[src/rtl/or1200_fwd_pkg.sv]
// rtl/or1200_fwd_pkg.sv - shared encodings and types for the forwarding/load-use controller
package or1200_fwd_pkg;

   localparam int FWD_AW = 5;

   localparam logic [1:0] SEL_RF      = 2'd0;
   localparam logic [1:0] SEL_IMM     = 2'd1;
   localparam logic [1:0] SEL_EX_FORW = 2'd2;
   localparam logic [1:0] SEL_WB_FORW = 2'd3;

   typedef enum logic {
      RUN     = 1'b0,
      LU_WAIT = 1'b1
   } lu_state_t;

   typedef struct packed {
      logic [FWD_AW-1:0] rd_addr;
      logic              rfwb;
      logic              is_load;
   } stage_t;

   localparam stage_t STAGE_BUBBLE = '0;

   // EX wins over WB because it holds the younger write to the same register.
   function automatic logic [1:0] fwd_sel(input logic hit_ex, input logic hit_wb);
      return hit_ex ? SEL_EX_FORW : (hit_wb ? SEL_WB_FORW : SEL_RF);
   endfunction

endpackage

[src/rtl/or1200_fwd_match.sv]
// rtl/or1200_fwd_match.sv - EX/WB destination comparator for one ID source operand
module or1200_fwd_match #(
   parameter int AW = 5
) (
   input  logic          rf_en,
   input  logic [AW-1:0] rf_addr,
   input  logic          ex_rfwb,
   input  logic [AW-1:0] ex_rd_addr,
   input  logic          wb_rfwb,
   input  logic [AW-1:0] wb_rd_addr,
   output logic          hit_ex,
   output logic          hit_wb
);

   // r0 is hard-wired zero, so a write to it must never be forwarded.
   logic addr_nz;
   assign addr_nz = |rf_addr;

   assign hit_ex = rf_en && addr_nz && ex_rfwb && (ex_rd_addr == rf_addr);
   assign hit_wb = rf_en && addr_nz && wb_rfwb && (wb_rd_addr == rf_addr);

endmodule

[src/rtl/or1200_fwd_ctrl.sv]
// rtl/or1200_fwd_ctrl.sv - operand forwarding selects and load-use stall control for ID
module or1200_fwd_ctrl
   import or1200_fwd_pkg::*;
#(
   parameter int AW        = FWD_AW,
   parameter int SEL_WIDTH = 2,
   parameter int CNT_WIDTH = 16
) (
   input  logic                 clk,
   input  logic                 rst,
   input  logic                 ex_freeze,
   input  logic                 flush,
   input  logic                 id_valid,
   input  logic [AW-1:0]        id_rfa_addr,
   input  logic [AW-1:0]        id_rfb_addr,
   input  logic                 id_rfa_en,
   input  logic                 id_rfb_en,
   input  logic                 id_imm,
   input  logic                 id_rfwb,
   input  logic [AW-1:0]        id_rd_addr,
   input  logic                 id_is_load,
   input  logic                 lsu_done,
   output logic [SEL_WIDTH-1:0] sel_a,
   output logic [SEL_WIDTH-1:0] sel_b,
   output logic                 hazard_stall,
   output logic [AW-1:0]        ex_rd_addr,
   output logic                 ex_rfwb,
   output logic [AW-1:0]        wb_rd_addr,
   output logic                 wb_rfwb,
   output logic [CNT_WIDTH-1:0] lu_stall_cnt
);

   stage_t    ex_q, wb_q, id_st;
   lu_state_t state_q, state_d;
   logic      hit_a_ex, hit_a_wb, hit_b_ex, hit_b_wb;
   logic      lu_hit, id_adv, ex_adv, load_hold;

   assign ex_rd_addr = AW'(ex_q.rd_addr);
   assign ex_rfwb    = ex_q.rfwb;
   assign wb_rd_addr = AW'(wb_q.rd_addr);
   assign wb_rfwb    = wb_q.rfwb;

   always_comb begin
      id_st         = STAGE_BUBBLE;
      id_st.rd_addr = FWD_AW'(id_rd_addr);
      id_st.rfwb    = id_valid && id_rfwb;
      id_st.is_load = id_valid && id_is_load;
   end

   or1200_fwd_match #(.AW(AW)) u_match_a (
      .rf_en      (id_rfa_en),
      .rf_addr    (id_rfa_addr),
      .ex_rfwb    (ex_rfwb),
      .ex_rd_addr (ex_rd_addr),
      .wb_rfwb    (wb_rfwb),
      .wb_rd_addr (wb_rd_addr),
      .hit_ex     (hit_a_ex),
      .hit_wb     (hit_a_wb)
   );

   or1200_fwd_match #(.AW(AW)) u_match_b (
      .rf_en      (id_rfb_en),
      .rf_addr    (id_rfb_addr),
      .ex_rfwb    (ex_rfwb),
      .ex_rd_addr (ex_rd_addr),
      .wb_rfwb    (wb_rfwb),
      .wb_rd_addr (wb_rd_addr),
      .hit_ex     (hit_b_ex),
      .hit_wb     (hit_b_wb)
   );

   assign sel_a = SEL_WIDTH'(fwd_sel(hit_a_ex, hit_a_wb));
   assign sel_b = id_imm ? SEL_WIDTH'(SEL_IMM) : SEL_WIDTH'(fwd_sel(hit_b_ex, hit_b_wb));

   assign lu_hit = id_valid && ex_q.is_load && ex_q.rfwb &&
                   (hit_a_ex || (!id_imm && hit_b_ex));

   assign ex_adv    = !ex_freeze && !flush;
   assign id_adv    = ex_adv && !hazard_stall;
   assign load_hold = ex_q.is_load && !lsu_done;

   // A pending load parks in EX and WB drains; a non-dependent ID op behind it
   // is expected to be held by the LSU's own freeze.
   always_ff @(posedge clk or posedge rst) begin
      if (rst) begin
         ex_q <= STAGE_BUBBLE;
         wb_q <= STAGE_BUBBLE;
      end else if (flush) begin
         ex_q <= STAGE_BUBBLE;
         wb_q <= STAGE_BUBBLE;
      end else if (ex_adv) begin
         if (load_hold) begin
            wb_q <= STAGE_BUBBLE;
         end else begin
            wb_q <= ex_q;
            ex_q <= (id_adv && state_q == RUN) ? id_st : STAGE_BUBBLE;
         end
      end
   end

   always_ff @(posedge clk or posedge rst) begin
      if (rst)
         state_q <= RUN;
      else if (flush)
         state_q <= RUN;
      else if (!ex_freeze)
         state_q <= state_d;
   end

   always_comb begin
      state_d = state_q;
      case (state_q)
         RUN:     if (lu_hit && !lsu_done && !ex_freeze && !flush) state_d = LU_WAIT;
         LU_WAIT: if (lsu_done || flush) state_d = RUN;
         default: state_d = RUN;
      endcase
   end

   always_comb begin
      hazard_stall = 1'b0;
      case (state_q)
         RUN:     hazard_stall = lu_hit && !lsu_done;
         LU_WAIT: hazard_stall = !lsu_done;
         default: hazard_stall = 1'b0;
      endcase
   end

   always_ff @(posedge clk or posedge rst) begin
      if (rst)
         lu_stall_cnt <= '0;
      else if (hazard_stall && !ex_freeze && !(&lu_stall_cnt))
         lu_stall_cnt <= lu_stall_cnt + CNT_WIDTH'(1);
   end

endmodule

[config.mk]
export PLATFORM = sky130hd
export DESIGN_NAME = or1200_fwd_ctrl
export DESIGN_NICKNAME = d
export VERILOG_FILES = /design/src/rtl/or1200_fwd_pkg.sv /design/src/rtl/or1200_fwd_match.sv /design/src/rtl/or1200_fwd_ctrl.sv
export SDC_FILE = /design/constraint.sdc
export NUM_CORES = 1
export LEC_CHECK = 0
export CAP_MARGIN = 10
export CORE_MARGIN = 2
export CORE_UTILIZATION = 40
export CTS_CLUSTER_DIAMETER = 60
export DETAILED_ROUTE_END_ITERATION = 8
export PLACE_DENSITY = 0.72
export SYNTH_ARGS = -nofsm -noshare
export SYNTH_HDL_FRONTEND = slang
export SYNTH_SLANG_ARGS = --single-unit
[constraint.sdc]
create_clock -name clk -period 3.1 [get_ports clk]
set_clock_uncertainty 0.1 [all_clocks]
set_input_delay 0.775 -clock clk [delete_from_list [all_inputs] [get_ports clk]]
set_output_delay 0.775 -clock clk [all_outputs]
set_load 0.005 [all_outputs]
==> flow_summary_export.csv, run 1 <==
group,metric,value,unit
synthesis,synth_flop_cell,"dfrtp_1",
floorplanning,core-area,0.004086,sq mm
worst_setup_path,rr_worst_depth,9,
placement,hpwlAfterDp,3435,microns
sta,worst_hold_slack,0.4003,ns
synthesis,synth_area,0.001728,sq mm
detailed_routing,drc,0,
sta,worst_slew_pin_slew,0.5270,ns
placement,placedCellCount,305,
synthesis,post-synth-top-count-cell,"dfrtp_1",
power_and_ir_drop,vdd.ir_drop.worst,0.0002679,V
clock_network,cts.sinks,30,
detailed_routing,route.detailed.vias_per_inst,5.253,
sta,slew_headroom,64.75,%
power_and_ir_drop,powerDensity,317.9,mW/mm^2
synthesis,yosys_warnings,0,
worst_setup_path,ff2ff_setup_slack,0.78,ns
floorplanning,ios,59,
global_route,grt_overflow,0,
floorplanning,fp.dieH,69.73,microns
clock_network,cts_tree,"done",
synthesis,synth_cell_types,32,
clock_network,clk_path_buf_depth,2,
sta,setup_viol,0,
min_path,min_from,"lu_stall_cnt[11]",
finish,nets,289,
finish,stdcell_area,0.002606,sq mm
worst_setup_path,path_max_fanout,2,
floorplanning,dieArea,0.004862,sq mm
detailed_routing,drtPass1Iterations,4,
power_and_ir_drop,p_leak,1.179,nW
sta,min_period_over_period,99.16,%
finish,syn_to_final_growth,50.83,%
placement,post_dp_cell_area,0.002500,sq mm
synthesis,yosys-top-cells-area,"dfrtp_1 43%, xnor2_1 9.6%, xor2_1 8.1%",
finish,final_cells,312,
synthesis,syn_area_per_cell,9.442,sq um
clock_network,hold_buffers,0,
worst_setup_path,worstPathArrival,2.20,ns
floorplanning,start_util,42.28,%
clock_network,htreeDepth,2,
run,maxCapViolations,0,
placement,io_buffers,58,
detailed_routing,post_drt_wl_per_cell,14.47,microns
detailed_routing,drt_iter0_markers,83,
global_route,grt_pass1_wl,7424,microns
outcome,outcome,"complete, no violations",
worst_setup_path,endpoint_kind,"primary output",
global_route,antenna_found_initial,0,
synthesis,synth.largest_area_cell,"dfrtp_1",
synthesis,synthDominantCellAreaShare,43.45,%
clock_network,clk_pin_slew,0.06,ns
detailed_routing,wl,4515,microns
worst_setup_path,r2r_start,"ex_rd_addr[0]",
worst_setup_path,path_class,"input pin to primary output",
synthesis,synthCells,183,
detailed_routing,ant_nets,0,
placement,gp_congestion,0.8960,
clock_network,post-cts-setup-buffers,0,
worst_setup_path,reg2reg_to,"lu_stall_cnt[11]",
finish,drive_above_1_share,16.79,%
finish,n_antenna_cell,0,
synthesis,synth_edf_count,0,
synthesis,syn-num-nets,210,
min_path,hold_path.class,"flip-flop to flip-flop",
synthesis,synthArstFlopShare,100.0,%
synthesis,yosysSeqAreaShare,43.45,%
floorplanning,dieWidth,69.73,microns
floorplanning,rows,23,
clock_network,cts_inserted_buffers,5,
clock_network,clk_latency,0.27,ns
sta,period_minus_slack,3.074,ns
sta,hold_violations,0,
min_path,min_to,"lu_stall_cnt[11]",
sta,clock.fmax,325.3,MHz
global_route,grt_use_total,19.40,%
min_path,hold_depth,1,
detailed_routing,num_vias,1639,
global_route,grt_max_degree,31,
sta,drv_slew,0,
global_route,grt_pass1_vias,1533,
worst_setup_path,cp_data_required_time,2.22,ns
worst_setup_path,startpoint_type,"input pin",
synthesis,netlist_top_cells_count,"30 x dfrtp_1, 19 x xnor2_1, 16 x nand2_1, 16 x xor2_1, 15 x nor2_1",
synthesis,synth-seq-cells,30,
sta,rsz0062_at_grt,"true",
clock_network,cts-root-buf,"clkbuf_8",
-- per-layer routing --
| metal | wire [microns] | global-route usage (%) | vias to the layer above |
|---|---|---|---|
| li1 | - | - | 791 |
| met3 | 303 | 3.198 | 5 |
| met4 | 69 | 7.692 | 0 |
| met2 | 2115 | 29.91 | 62 |
| met1 | 2028 | 27.26 | 781 |
| met5 | 0 | 0 | - |
-- cell usage in the layout, fill, tap and decap left out, drive strengths merged, types with 7 or more instances in the layout --
| cell type | netlist | final |
|---|---|---|
| a21oi | 10 | 10 |
| buf | 6 | 26 |
| clkbuf | 4 | 8 |
| clkdlybuf4s50 | 0 | 41 |
| dfrtp | 30 | 30 |
| dlygate4sd2 | 0 | 7 |
| inv | 9 | 9 |
| nand2 | 16 | 16 |
| nor2 | 15 | 15 |
| nor3 | 11 | 11 |
| xnor2 | 19 | 19 |
| xor2 | 16 | 16 |
-- kinds of logic (layout without fill, tap and decap cells) --
logic type | count (synthesis) | in the layout | share of synthesized area (%)
adder cells (fa/ha/maj) | 1 | 1 | 0.7240
AO/OA/AOI/OAI | 23 | 23 | 9.269
buffers and inverters | 19 | 98 | 5.648
multiplexers | 1 | 1 | 0.6517
AND/OR/NAND/NOR | 74 | 74 | 22.52
flip-flops | 30 | 30 | 43.45
XOR/XNOR | 35 | 35 | 17.74
-- worst max path at each step --
| stage | from | end |
|---|---|---|
| after floorplan | id_rfb_addr[1] | hazard_stall |
| after global placement | id_rfb_addr[4] | hazard_stall |
| after detailed placement | id_rfb_addr[4] | hazard_stall |
| after CTS | id_rfb_en | hazard_stall |
| after global routing | id_rfb_addr[1] | hazard_stall |
| final | id_rfb_addr[1] | hazard_stall |
-- where the power goes --
group          total [mW]  switching, mW  internal (mW)
registers           0.409         0.0103          0.398
logic               0.133         0.0582         0.0751
clock network       0.286          0.132          0.154
-- final cells by class --
class / instances / area [sq um]
Tap cell: 50 / 62.56
Clock buffer: 7 / 76.32
Fill cell: 369 / 1480
Multi-Input combinational cell: 134 / 917.1
Sequential cell: 30 / 750.7
Inverter: 9 / 33.78
Timing Repair Buffer: 82 / 765.7
-- worst max-delay path: stages --
cell and delay, ns:
dlygate4sd2_1 0.25, buf_4 0.15, o21ai_4 0.06, or4_4 0.53, a21oi_2 0.17, nor2_1 0.05, nor2_1 0.10, buf_2 0.12
-- stage by stage --
step	worst slack (ns)	util [%]	setup TNS (ns)	power, mW
floorplan	0.3414	-	0	0.4662
global placement	-0.7454	61.18	-2.361	0.5464
detailed placement	-0.7621	61.18	-2.536	0.5476
CTS	-0.04297	63.50	-0.04297	0.8327
global route	-0.04809	63.78	-0.04809	0.8681
finish	0.02605	63.78	0	0.8285
-- what timing repair did --
| item | CTS | global route |
|---|---|---|
| endpoints found under the hold margin | 0 | 0 |
| pin swaps | 8 | 8 |
| gates resized for setup | 29 | 9 |
| setup endpoints to repair | 5 | 5 |
-- registers in the layout (all words and copies together), names as in the netlist --
name,count
ex_rd_addr,5
wb_rd_addr,5
lu_stall_cnt,16
wb_rfwb,1
ex_q,1
state_q,1
ex_rfwb,1
(Power assumes the default switching activity.)
==> run 2, diff against run 1 <==
Settings changed: ABC_AREA set to 1, PLACE_DENSITY 0.72 to 0.69, SLEW_MARGIN set to 20.
==> flow_summary_export.csv, run 2 <==
group,metric,value,unit
global_route,grt_pass1_vias,1933,
floorplanning,ios,59,
worst_setup_path,worstPathArrival,2.21,ns
synthesis,synthArstFlopShare,100.0,%
synthesis,synth-seq-cells,30,
min_path,min_from,"ex_q[0]",
detailed_routing,ant_nets,0,
synthesis,synthDominantCellAreaShare,36.17,%
clock_network,cts_tree,"done",
finish,syn_to_final_growth,40.81,%
detailed_routing,route.detailed.vias_per_inst,4.782,
sta,setup_viol,0,
worst_setup_path,cp_data_required_time,2.22,ns
min_path,min_to,"ex_q[0]",
synthesis,synth_area,0.002076,sq mm
synthesis,syn_area_per_cell,7.413,sq um
synthesis,yosysSeqAreaShare,36.17,%
synthesis,netlist_top_cells_count,"74 x nand2_1, 47 x inv_1, 30 x dfrtp_1",
placement,hpwlAfterDp,4045,microns
detailed_routing,num_vias,2037,
finish,final_common_cell,"nand2_1",
finish,largest_reg_flops,16,
clock_network,htreeDepth,2,
detailed_routing,drc,0,
floorplanning,core-area,0.005042,sq mm
clock_network,clk_pin_slew,0.06,ns
synthesis,yosys_warnings,0,
detailed_routing,post_drt_wl_per_cell,12.80,microns
placement,placedCellCount,411,
worst_setup_path,path_max_fanout,3,
sta,worst_slew_pin_slew,0.4125,ns
run,maxCapViolations,0,
finish,n_fill_cell,469,
worst_setup_path,r2r_start,"lu_stall_cnt[0]",
global_route,grt_use_total,19.86,%
power_and_ir_drop,powerDensity,347.0,mW/mm^2
synthesis,synthCells,280,
placement,gp_congestion,0.9788,
synthesis,synth_edf_count,0,
worst_setup_path,endpoint_kind,"primary output",
floorplanning,fp.dieH,76.04,microns
global_route,antenna_found_initial,0,
sta,rsz0062_at_grt,"false",
power_and_ir_drop,vdd.ir_drop.worst,0.0002644,V
clock_network,clk_latency,0.29,ns
floorplanning,start_util,41.17,%
finish,n_antenna_cell,0,
synthesis,synth_flop_cell,"dfrtp_1",
floorplanning,rows,26,
sta,worst_hold_slack,0.4351,ns
sta,period_minus_slack,3.088,ns
finish,nets,382,
power_and_ir_drop,p_leak,1.391,nW
floorplanning,dieArea,0.005781,sq mm
sta,slew_headroom,72.40,%
detailed_routing,drtPass1Iterations,4,
synthesis,syn-num-nets,307,
sta,fin_setup_tns,0,ns
synthesis,synth_cell_types,27,
detailed_routing,wl,5452,microns
finish,multi_input_area,0.001075,sq mm
worst_setup_path,path_class,"input pin to primary output",
finish,regMostFlops,"lu_stall_cnt",
worst_setup_path,startpoint_type,"input pin",
global_route,grt_overflow,0,
clock_network,hold_buffers,0,
sta,min_period_over_period,99.61,%
worst_setup_path,reg2reg_to,"lu_stall_cnt[5]",
min_path,hold_path.class,"flip-flop to flip-flop",
worst_setup_path,ff2ff_setup_slack,0.92,ns
finish,layout_common_cells,"73 x nand2_1, 46 x inv_1, 42 x clkdlybuf4s50_1, 30 x dfrtp_1, 18 x buf_4",
finish,final_cells,426,
synthesis,synth.largest_area_cell,"dfrtp_1",
worst_setup_path,rr_worst_depth,10,
outcome,outcome,"complete, no violations",
sta,drv_slew,0,
finish,regArea,750.7,sq um
detailed_routing,drt_iter0_markers,144,
clock_network,clk_path_buf_depth,2,
clock_network,cts_inserted_buffers,5,
synthesis,post-synth-top-count-cell,"nand2_1",
sta,clock.fmax,323.9,MHz
global_route,grt_pass1_wl,9315,microns
placement,io_buffers,58,
min_path,hold_depth,2,
clock_network,cts.sinks,30,
sta,hold_violations,0,
global_route,grt_max_degree,32,
synthesis,yosys-top-cells-area,"dfrtp_1 36%, nand2_1 13%, inv_1 8.5%",
floorplanning,dieWidth,76.04,microns
finish,drive_above_1_share,17.42,%
clock_network,cts-root-buf,"clkbuf_8",
-- run 2: cell types whose count changed after synthesis, sizes merged, moves of 3 or more --
cell,delta
nand2,+61
a21oi,-4
nand3,+7
o21ai,+23
a22oi,-6
nor3,-3
clkbuf,-4
nand3b,-4
o22ai,+7
inv,+43
nor4,-3
nor2,+4
xnor2,-13
-- run 2: layout make-up --
class                   instances  share of cell area [%]
clock buffers                   8                   3.767
inverters                      52                   6.678
multi-input cells             190                   36.77
flip-flops and latches         30                   25.68
well taps                      70                   2.997
repair buffers                 76                   24.10
-- run 2: cell families (layout without fill, tap and decap cells) --
group / count (synthesis) / in the layout / synth area share (%)
AOI/OAI and AO/OA: 39 / 39 / 12.66
xor gates and xnor gates: 23 / 23 / 9.704
adders and majority gates: 1 / 1 / 0.6027
buffers and inverters: 60 / 136 / 12.84
DFF: 30 / 30 / 36.17
and+or+nand+nor: 127 / 127 / 28.03
-- run 2: where the power goes --
group          total, mW  switching [mW]  internal (mW)
Combinational      0.195          0.0913          0.103
Clock              0.377           0.153          0.224
Sequential         0.443          0.0312          0.411
-- run 2: timing repair --
| item | in CTS | in global routing |
|---|---|---|
| gates resized for setup | 18 | 9 |
| setup endpoints to repair | 5 | 4 |
| pin swaps | 9 | 6 |
| buffers inserted | 7 | 0 |
-- run 2: worst max path at each step --
stage | start | endpoint | slack [ns] | cells past startpoint
2_1_floorplan | id_imm | hazard_stall | 0.67 | 11
3_3_place_gp | id_rfa_addr[2] | hazard_stall | -0.37 | 12
3_5_place_dp | id_rfa_addr[3] | hazard_stall | -0.38 | 12
4_1_cts | id_imm | hazard_stall | -0.03 | 13
5_1_grt | id_rfa_addr[2] | sel_a[0] | 0.002 | 8
6_report | id_rfa_addr[2] | sel_a[0] | 0.01 | 8
-- run 2: worst max-delay path, stage by stage --
cell and delay (ns):
dlygate4sd2_1 0.26, buf_4 0.14, xor2_1 0.16, nor3_2 0.21, nand4_1 0.16, buf_4 0.18, a21oi_2 0.11, clkdlybuf4s15_1 0.22
-- run 2: through the flow --
| step | setup slack [ns] | utilization, % | power, mW | cell area, sq um |
|---|---|---|---|---|
| 3_5_place_dp | -0.3821 | 54.64 | 0.6415 | 2755 |
| 5_1_grt | 0.001959 | 57.97 | 1.067 | 2923 |
| 3_3_place_gp | -0.3663 | 54.64 | 0.6389 | 2755 |
| 2_1_floorplan | 0.6705 | - | 0.5360 | 2076 |
| 4_1_cts | -0.03059 | 57.64 | 1.021 | 2907 |
| 6_report | 0.01220 | 57.97 | 1.014 | 2923 |
-- run 2: layer usage --
layer / GRT usage (%) / vias to the layer above / share of wire [%]
li1: - / 1025 / -
met1: 26.56 / 926 / 45
met2: 31.25 / 73 / 46
met3: 4.265 / 13 / 6.4
met4: 8.545 / 0 / 2.4
met5: 0 / - / 0
==> run 3, diff against run 2 <==
Settings changed: CORE_UTILIZATION 40 to 48, PLACE_DENSITY 0.69 to 0.8.
==> flow_summary_export.csv, run 3 (synthesis gave the netlist of run 2 again) <==
group,metric,value,unit
power_and_ir_drop,p_sw,263.6,uW
finish,syn_to_final_growth,36.77,%
floorplanning,dieWidth,69.76,microns
worst_setup_path,ff2ff_setup_slack,0.94,ns
clock_network,htreeDepth,2,
detailed_routing,post_drt_wl_per_cell,12.62,microns
worst_setup_path,slowest_delay,0.26,ns
detailed_routing,drt_iter0_markers,117,
detailed_routing,num_vias,1980,
sta,setup_viol,0,
global_route,grt.busiest_layer,"met2",
worst_setup_path,r2r_start,"lu_stall_cnt[0]",
floorplanning,ios,59,
worst_setup_path,endpoint_kind,"primary output",
worst_setup_path,path_class,"input pin to primary output",
placement,gp_congestion,0.8965,
placement,io_buffers,58,
power_and_ir_drop,pwr-share-seq,43.7,%
finish,drive_above_1_share,15.10,%
global_route,grt_use_met3,4.506,%
clock_network,clk_latency,0.28,ns
power_and_ir_drop,swShare,26.02,%
clock_network,hold_buffers,0,
global_route,grt_pass1_wl,8604,microns
worst_setup_path,cp_data_required_time,2.22,ns
worst_setup_path,path_cells,"dlygate4sd2_1 -> buf_4 -> xor2_1 -> nor3_1 -> nand4_1 -> buf_4 -> a21oi_1 -> clkdlybuf4s15_2",
worst_setup_path,worstSetupStartpoint,"id_rfa_addr[2]",
global_route,grt_overflow,0,
sta,worst_hold_slack,0.4167,ns
placement,hpwlAfterDp,3788,microns
global_route,grt_pass1_vias,1827,
detailed_routing,ant_nets,0,
global_route,use_met1,30.04,%
floorplanning,start_util,50.80,%
worst_setup_path,crit_slowest_cell,"dlygate4sd2_1",
detailed_routing,drtPass1Iterations,5,
min_path,min_to,"ex_q[0]",
global_route,grt_max_degree,32,
sta,slew_headroom,72.93,%
clock_network,cts-root-buf,"clkbuf_8",
finish,final_common_cell,"nand2_1",
worst_setup_path,startpoint_type,"input pin",
power_and_ir_drop,pwr-share-comb,18.5,%
min_path,hold_path.class,"flip-flop to flip-flop",
sta,min_period_over_period,97.81,%
global_route,use_met2,34.60,%
clock_network,cts_inserted_buffers,5,
power_and_ir_drop,p_leak,1.348,nW
power_and_ir_drop,p_total,1.013,mW
detailed_routing,drc,0,
clock_network,cts.sinks,30,
sta,rsz0062_at_grt,"false",
power_and_ir_drop,p_clk_share,37.9,%
detailed_routing,route.detailed.vias_per_inst,4.938,
clock_network,cts_tree,"done",
run,maxCapViolations,0,
clock_network,clk_pin_slew,0.06,ns
clock_network,clk_path_buf_depth,2,
min_path,min_from,"ex_q[0]",
floorplanning,fp.dieH,69.76,microns
sta,period_minus_slack,3.032,ns
finish,largest_reg_flops,16,
sta,drv_slew,0,
worst_setup_path,rr_worst_depth,10,
worst_setup_path,path_max_fanout,3,
sta,clock.fmax,329.8,MHz
min_path,hold_depth,2,
floorplanning,dieArea,0.004866,sq mm
finish,layout_common_cells,"74 x nand2_1, 47 x inv_1, 42 x clkdlybuf4s50_1, 30 x dfrtp_1, 17 x xor2_1",
sta,hold_violations,0,
finish,regMostFlops,"lu_stall_cnt",
sta,worst_slew_pin_slew,0.4024,ns
detailed_routing,wl,5060,microns
worst_setup_path,path_common_cell,"buf_4",
outcome,outcome,"complete, no violations",
worst_setup_path,worstPathArrival,2.16,ns
power_and_ir_drop,powerDensity,356.8,mW/mm^2
power_and_ir_drop,p_int,749.4,uW
power_and_ir_drop,vdd.ir_drop.worst,0.0002657,V
global_route,antenna_found_initial,0,
global_route,grt_use_total,21.72,%
finish,nets,377,
worst_setup_path,reg2reg_to,"lu_stall_cnt[15]",
floorplanning,core-area,0.004086,sq mm
floorplanning,rows,23,
finish,n_antenna_cell,0,
[run 3: cell types whose count changed in the layout (fill, tap and decap cells not counted), moves of 2 or more]
cell / delta
buf_4: -5
dlygate4sd2_1: +5
clkdlybuf4s15_1: -4
clkbuf_8: -3
clkbuf_1: +2
dlymetal6s2s_1: -2
[run 3: critical path, delay by kind of cell]
family	cells	cell delay, ns
compound gates	1	0.13
xor+xnor	1	0.14
buf+inv	4	0.79
simple gates	2	0.32
[run 3: what timing repair did]
item                       4_1_cts  5_1_grt
setup endpoints to repair        5        1
setup buffers                    4        0
resized for setup               20        2
pin swaps                        8        1
[run 3: power by group through the flow]
stage,clock (mW),combinational (mW),sequential [mW]
after floorplan,0,0.0920,0.444
after global placement,0,0.186,0.448
after detailed placement,0,0.191,0.449
after CTS,0.390,0.189,0.442
after global routing,0.411,0.209,0.446
final,0.383,0.187,0.442
[run 3: worst max-delay path by stage]
stage / slack (ns) / endpoint
global route: 0.01 / sel_a[0]
finish: 0.07 / sel_a[0]
detailed placement: -0.37 / hazard_stall
floorplan: 0.67 / hazard_stall
global placement: -0.37 / sel_b[0]
CTS: 0.06 / hazard_stall
[run 3: final cells by class]
cell class                 count  area, sq um
timing repair buffer          71        656.9
sequential                    30        750.7
clock inverter                 1        30.03
fill                         360         1247
multi-input combinational    190         1067
clock buffer                   7        76.32
tap                           50        62.56
inverter                      52        195.2
[run 3: through the flow]
| stage | utilization, % | cell area (sq um) | std cells | setup WS, ns | TNS, ns |
|---|---|---|---|---|---|
| 6_report | 69.47 | 2839 | 401 | 0.06797 | 0 |
| 2_1_floorplan | - | 2076 | 280 | 0.6705 | 0 |
| 4_1_cts | 69.57 | 2843 | 401 | 0.05659 | 0 |
| 3_3_place_gp | 66.44 | 2715 | 389 | -0.3705 | -1.591 |
| 5_1_grt | 69.47 | 2839 | 401 | 0.01101 | 0 |
| 3_5_place_dp | 66.44 | 2715 | 389 | -0.3737 | -1.637 |
[run 3: per-layer routing]
| layer | vias to the layer above | routed length [microns] |
|---|---|---|
| met1 | 896 | 2324 |
| met3 | 8 | 278 |
| met2 | 56 | 2386 |
| li1 | 1020 | - |
| met5 | - | 0 |
| met4 | 0 | 70 |
